$ cat src/rtl/fmap_buf_pkg.sv
// Shared types and size helpers for the padded feature-map writer.
// Holds the sequencer state encoding and pad/depth derivations.
package fmap_buf_pkg;

  typedef enum logic [1:0] {
    IDLE,
    RUN,
    FINISH
  } state_t;

  function automatic int pad_dim(input int n);
    return n + 2;
  endfunction

  function automatic int fmap_depth(input int w, input int h,
                                    input int c);
    return (w + 2) * (h + 2) * c;
  endfunction

  function automatic int cnt_w(input int n);
    return (n > 1) ? $clog2(n) : 1;
  endfunction

endpackage

$ cat src/rtl/pad_coord_counter.sv
// Row/column/channel walker over the padded frame.
// Flags border positions and tracks the linear write address.
module pad_coord_counter
  import fmap_buf_pkg::*;
#(
  parameter int PAD_WIDTH    = 7,
  parameter int PAD_HEIGHT   = 7,
  parameter int OUT_CHANNELS = 3,
  parameter int DEPTH        = 147,
  parameter int AW           = 8
) (
  input  logic          clk,
  input  logic          rst,
  input  logic          clr_i,
  input  logic          adv_i,
  output logic          border_o,
  output logic          last_o,
  output logic [AW-1:0] addr_o
);

  localparam int RW  = cnt_w(PAD_HEIGHT);
  localparam int CLW = cnt_w(PAD_WIDTH);
  localparam int CHW = cnt_w(OUT_CHANNELS);

  logic [RW-1:0]  pr_q, pr_d;
  logic [CLW-1:0] pc_q, pc_d;
  logic [CHW-1:0] ch_q, ch_d;
  logic [AW-1:0]  addr_q, addr_d;

  logic ch_end, pc_end, pr_end;

  assign ch_end = (ch_q == CHW'(OUT_CHANNELS - 1));
  assign pc_end = (pc_q == CLW'(PAD_WIDTH - 1));
  assign pr_end = (pr_q == RW'(PAD_HEIGHT - 1));

  assign border_o = (pr_q == '0) || pr_end ||
                    (pc_q == '0) || pc_end;
  assign last_o   = (addr_q == AW'(DEPTH - 1));
  assign addr_o   = addr_q;

  // Address runs alongside the nested counters; it equals
  // (pr*PAD_WIDTH+pc)*OUT_CHANNELS+ch without multipliers.
  always_comb begin
    pr_d   = pr_q;
    pc_d   = pc_q;
    ch_d   = ch_q;
    addr_d = addr_q;
    if (clr_i) begin
      pr_d   = '0;
      pc_d   = '0;
      ch_d   = '0;
      addr_d = '0;
    end else if (adv_i) begin
      addr_d = last_o ? '0 : addr_q + AW'(1);
      if (!ch_end) begin
        ch_d = ch_q + CHW'(1);
      end else begin
        ch_d = '0;
        if (!pc_end) begin
          pc_d = pc_q + CLW'(1);
        end else begin
          pc_d = '0;
          pr_d = pr_end ? '0 : pr_q + RW'(1);
        end
      end
    end
  end

  always_ff @(posedge clk) begin
    if (rst) begin
      pr_q   <= '0;
      pc_q   <= '0;
      ch_q   <= '0;
      addr_q <= '0;
    end else begin
      pr_q   <= pr_d;
      pc_q   <= pc_d;
      ch_q   <= ch_d;
      addr_q <= addr_d;
    end
  end

endmodule

$ cat src/rtl/padded_fmap_writer.sv
// Streams a feature map into a buffer with a one-pixel zero border.
// Define PADDED_FMAP_WRITER_RELU_EN to clamp negative samples to 0.
module padded_fmap_writer
  import fmap_buf_pkg::*;
#(
  parameter int DATA_WIDTH   = 8,
  parameter int OUT_CHANNELS = 3,
  parameter int IN_WIDTH     = 5,
  parameter int IN_HEIGHT    = 5,
  parameter int PAD_WIDTH    = pad_dim(IN_WIDTH),
  parameter int PAD_HEIGHT   = pad_dim(IN_HEIGHT),
  parameter int DEPTH        =
    fmap_depth(IN_WIDTH, IN_HEIGHT, OUT_CHANNELS)
) (
  input  logic                     clk,
  input  logic                     rst,
  input  logic                     start,
  input  logic [DATA_WIDTH-1:0]    in_data,
  input  logic                     in_valid,
  output logic                     in_ready,
  output logic [DATA_WIDTH-1:0]    wr_data,
  output logic [$clog2(DEPTH)-1:0] wr_addr,
  output logic                     is_padding,
  output logic                     wr_en,
  output logic                     busy,
  output logic                     done
);

  localparam int AW = $clog2(DEPTH);

  state_t state_q, state_d;

  logic          issue, clr, border, last;
  logic [AW-1:0] addr;

  logic                  wr_en_q, pad_q, done_q;
  logic [AW-1:0]         addr_q;
  logic [DATA_WIDTH-1:0] data_q, sample;

  pad_coord_counter #(
    .PAD_WIDTH   (PAD_WIDTH),
    .PAD_HEIGHT  (PAD_HEIGHT),
    .OUT_CHANNELS(OUT_CHANNELS),
    .DEPTH       (DEPTH),
    .AW          (AW)
  ) u_coord (
    .clk     (clk),
    .rst     (rst),
    .clr_i   (clr),
    .adv_i   (issue),
    .border_o(border),
    .last_o  (last),
    .addr_o  (addr)
  );

`ifdef PADDED_FMAP_WRITER_RELU_EN
  assign sample = in_data[DATA_WIDTH-1] ? '0 : in_data;
`else
  assign sample = in_data;
`endif

  always_comb begin
    state_d  = state_q;
    in_ready = 1'b0;
    issue    = 1'b0;
    clr      = 1'b0;
    unique case (state_q)
      IDLE: begin
        clr = 1'b1;
        if (start) state_d = RUN;
      end
      RUN: begin
        if (border) begin
          issue = 1'b1;
        end else begin
          in_ready = 1'b1;
          issue    = in_valid;
        end
        if (issue && last) state_d = FINISH;
      end
      FINISH: state_d = IDLE;
      default: state_d = IDLE;
    endcase
  end

  always_ff @(posedge clk) begin
    if (rst) begin
      state_q <= IDLE;
      wr_en_q <= 1'b0;
      pad_q   <= 1'b0;
      done_q  <= 1'b0;
      addr_q  <= '0;
      data_q  <= '0;
    end else begin
      state_q <= state_d;
      wr_en_q <= issue;
      pad_q   <= issue && border;
      done_q  <= issue && last;
      addr_q  <= issue ? addr : '0;
      data_q  <= (issue && !border) ? sample : '0;
    end
  end

  assign wr_en      = wr_en_q;
  assign wr_addr    = addr_q;
  assign wr_data    = data_q;
  assign is_padding = pad_q;
  assign done       = done_q;
  assign busy       = (state_q != IDLE);

endmodule
$ cat config.mk
export PLATFORM = sky130hd
export DESIGN_NAME = padded_fmap_writer
export DESIGN_NICKNAME = d
export VERILOG_FILES = /design/src/rtl/fmap_buf_pkg.sv /design/src/rtl/pad_coord_counter.sv /design/src/rtl/padded_fmap_writer.sv
export SDC_FILE = /design/constraint.sdc
export NUM_CORES = 1
export LEC_CHECK = 0
export BUFFER_PORTS_ARGS = -buffer_cell sky130_fd_sc_hd__buf_2
export CORE_MARGIN = 2
export CORE_UTILIZATION = 32
export CTS_BUF_LIST = sky130_fd_sc_hd__clkbuf_8
export DETAILED_ROUTE_END_ITERATION = 10
export RECOVER_POWER = 25
export SLEW_MARGIN = 20
export SYNTH_ARGS = -nofsm -noshare
export SYNTH_HDL_FRONTEND = slang
export SYNTH_SLANG_ARGS = --single-unit
export TNS_END_PERCENT = 1
$ cat constraint.sdc
create_clock -name clk -period 4.2 [get_ports clk]
set_input_delay 0.84 -clock clk [delete_from_list [all_inputs] [get_ports clk]]
set_output_delay 0.84 -clock clk [all_outputs]
set_load 0.05 [all_outputs]
==> flow_summary.ini <==
[critical_path]
path_cells = nand2b_1, nor2_1, buf_2
cp_max_fo = 22
critPathKind = reg -> out
cp.depth = 3
crit_family = simple AND/OR/NAND/NOR gates
rrSetupSlack_ns = 2.33
timing.rr.end = u_coord.addr_o[4]
r2r_cells = 6
cp-start-kind = register
max_stage_delay_ns = 0.44
worst_ep_arrival_time_ns = 1.63
critPathSlowestCell = dfxtp_1
startpoint = state_q[0]
r2r-start = u_coord.addr_o[0]
endpoint = in_ready
critPathBufInv = 1
worst_ep_required_time_ns = 3.36
endpoint_kind = output pin

[sta]
fin_crit_ns = 2.47
relSlewSlack_pct = 52.0
finalMaxSlewViolations = 0
skew_ns = 0.00615
worst_slew_pin_slew_ns = 0.719
maxClockFrequency_ghz = 0.404
post-route-period-util_pct = 58.9
final_hold_viol_count = 0
setup_viol = 0
rsz0062_at_grt = no
tns_ns = 0

[final_layout]
layout.area.seq_um2 = 741
final_area_mm2 = 0.00180
nets = 197
num-fill-cells = 483
num_antenna_cells = 0
area_growth_pct = 18.1
multiInputGateArea_um2 = 722
drive_above_1_share_pct = 23.9

[synth]
syn_area_mm2 = 0.00153
syn_avg_cell_area_um2 = 9.99
synth_top_area_share_pct = 48.5
synth_seq_cells = 37
synth_area_leaders = dfxtp_1 48%, and2_1 5.3%, a21oi_1 3.3%
synth_fp_nets = 167
async_flop_share_pct = 0
synth_edf_count = 0
yosysTopAreaCell = dfxtp_1
syn_inst = 153
synth_warnings = 0
synth_cell_types = 48
synthFlopType = dfxtp_1
ys_seq_area_share_pct = 48.5

[route]
via_per_inst = 5.14
wirelength_um = 3020
firstDrtPassIters = 4
ant_nets = 0
drt_iter0_markers = 60
routedWlPerCell_um = 12.7
route.detailed.drc = 0
route.vias.total = 1223

[floorplanning]
top_level_ports = 33
rows = 25
die_h_um = 73.1
initial_core_util_pct = 32.8
die_w_um = 73.1
dieArea_mm2 = 0.00534
core_area_mm2 = 0.00466

[power]
p_comb_share_pct = 5.2
irDropWorstVdd_v = 0.000184
p_int_mw = 0.496
p_leak_nw = 0.731
switchingPower_mw = 0.146
powerDensity_mw_per_mm2 = 356
p_clk_share_pct = 39.5
switching_share_pct = 22.8
seqPwrFrac_pct = 55.3

[place]
gp_congestion = 0.899
io_buffers = 32
hpwl_um = 2130
placed_cell_area_mm2 = 0.00171

[cts]
clock_latency_ns = 0.29
cts_buffer_depth = 2
cts_buffers = 5
ctsHoldBuffers = 0
cts_max_level = 2
post_cts_resized = 0
cts_sinks = 37
cts_setup_buffers = 0
root_buffer = clkbuf_8
cts_tree = built
path_clk_slew_ns = 0.07

[global_routing]
grt_pass1_vias = 1071
grt_pass1_wl_um = 4890
grt_start_max_net_pins = 23
grt.overflow.total = 0
grt_usage_pct = 11.9
antenna_found_initial = 0

[hold_path]
min_path_type = reg -> reg
hp-start = u_coord.ch_q[1]

[flow_run]
maxCapViolCount = 0

[run_status]
status = finished, final reports clean
-- worst reg2reg max path, stage by stage (launching register included) --
cell and delay [ns]:
dfxtp_1 0.32, inv_1 0.12, ha_1 0.16, nor4bb_1 0.28, nand3_1 0.30, a211o_1 0.35
a32o_1 0.25
-- state kept, by name, indices dropped and copies added, names as in the netlist, 2 cells and up --
name / flops
state_q: 2
u_coord.pr_q: 3
u_coord.ch_q: 2
u_coord.pc_q: 3
wr_addr: 8
wr_data: 8
u_coord.addr_o: 8
-- cells in the mapped netlist (4+ instances only) --
| cell | n |
|---|---|
| nor4_1 | 7 |
| nor3_1 | 4 |
| clkbuf_1 | 7 |
| o21ai_0 | 5 |
| and2_1 | 13 |
| inv_1 | 6 |
| dfxtp_1 | 37 |
| a21oi_1 | 10 |
| nor2_1 | 6 |
-- power by group through the flow --
stage / sequential [mW] / clock [mW] / combinational, mW
after floorplan: 0.367 / 0 / 0.0193
after global placement: 0.363 / 0 / 0.0339
after detailed placement: 0.363 / 0 / 0.0336
after CTS: 0.355 / 0.264 / 0.0338
after global routing: 0.355 / 0.274 / 0.0366
final: 0.355 / 0.254 / 0.0334
-- cell families (layout without fill, tap and decap cells) --
group                      count (synthesis)  count (layout)  synth area share [%]
adders and majority gates                  2               2                  1.64
AOI/OAI and AO/OA                         39              39                  19.4
xor gates and xnor gates                   2               2                  1.64
DFF                                       37              37                  48.5
muxes                                      1               1                 0.655
buffers and inverters                     15              46                  4.26
and+or+nand+nor                           57              57                  23.9
-- layer usage --
layer  GRT usage (%)  up-vias  share of wire (%)
met4            6.38        0                3.0
met2            16.8       37                 41
met5               0        -                  0
met1            15.5      544                 49
met3            4.28       12                6.5
li1                -      630                  -
-- through the flow --
stage	hold WS (ns)	std cells	power [mW]	util [%]	worst slack, ns
after CTS	0.502	238	0.653	38.8	1.69
after global routing	0.521	238	0.666	38.7	1.57
after floorplan	0.456	153	0.386	-	1.80
after global placement	0.483	230	0.397	36.8	2.06
final	0.500	238	0.643	38.7	1.73
after detailed placement	0.491	230	0.397	36.8	2.02
-- cell usage in the layout (no fill, tap or decap), types with 2 or more instances in the layout --
cell       n
a41o_1     3
and2_1    13
nor4_1     7
a211o_1    2
clkbuf_1   4
o21ai_0    5
o31ai_1    2
ha_1       2
dfxtp_1   37
nor2_1     6
nand2b_1   2
nand3_1    3
a32o_1     2
a211oi_1   3
nand2_1    3
a21oi_1   10
nor2b_1    2
clkbuf_8   6
inv_1      6
nand4b_1   3
buf_2     28
or4_1      3
and4_1     2
nor3_1     4
-- worst min path at each step --
stage | end | slack (ns) | cells after the start
after floorplan | wr_addr[7] | 0.46 | 2
after global placement | state_q[0] | 0.48 | 1
after detailed placement | u_coord.ch_q[1] | 0.49 | 2
after CTS | u_coord.ch_q[1] | 0.50 | 2
after global routing | u_coord.ch_q[1] | 0.52 | 2
final | u_coord.ch_q[1] | 0.50 | 2
-- cell type report --
class	instances	share of cell area (%)
clock inverters	2	0.763
well taps	54	3.74
clock buffers	6	4.58
flip-flops and latches	37	41.1
multi-input cells	101	40.0
repair buffers	32	8.60
inverters	6	1.25
Power figures use the tool's default switching activity.
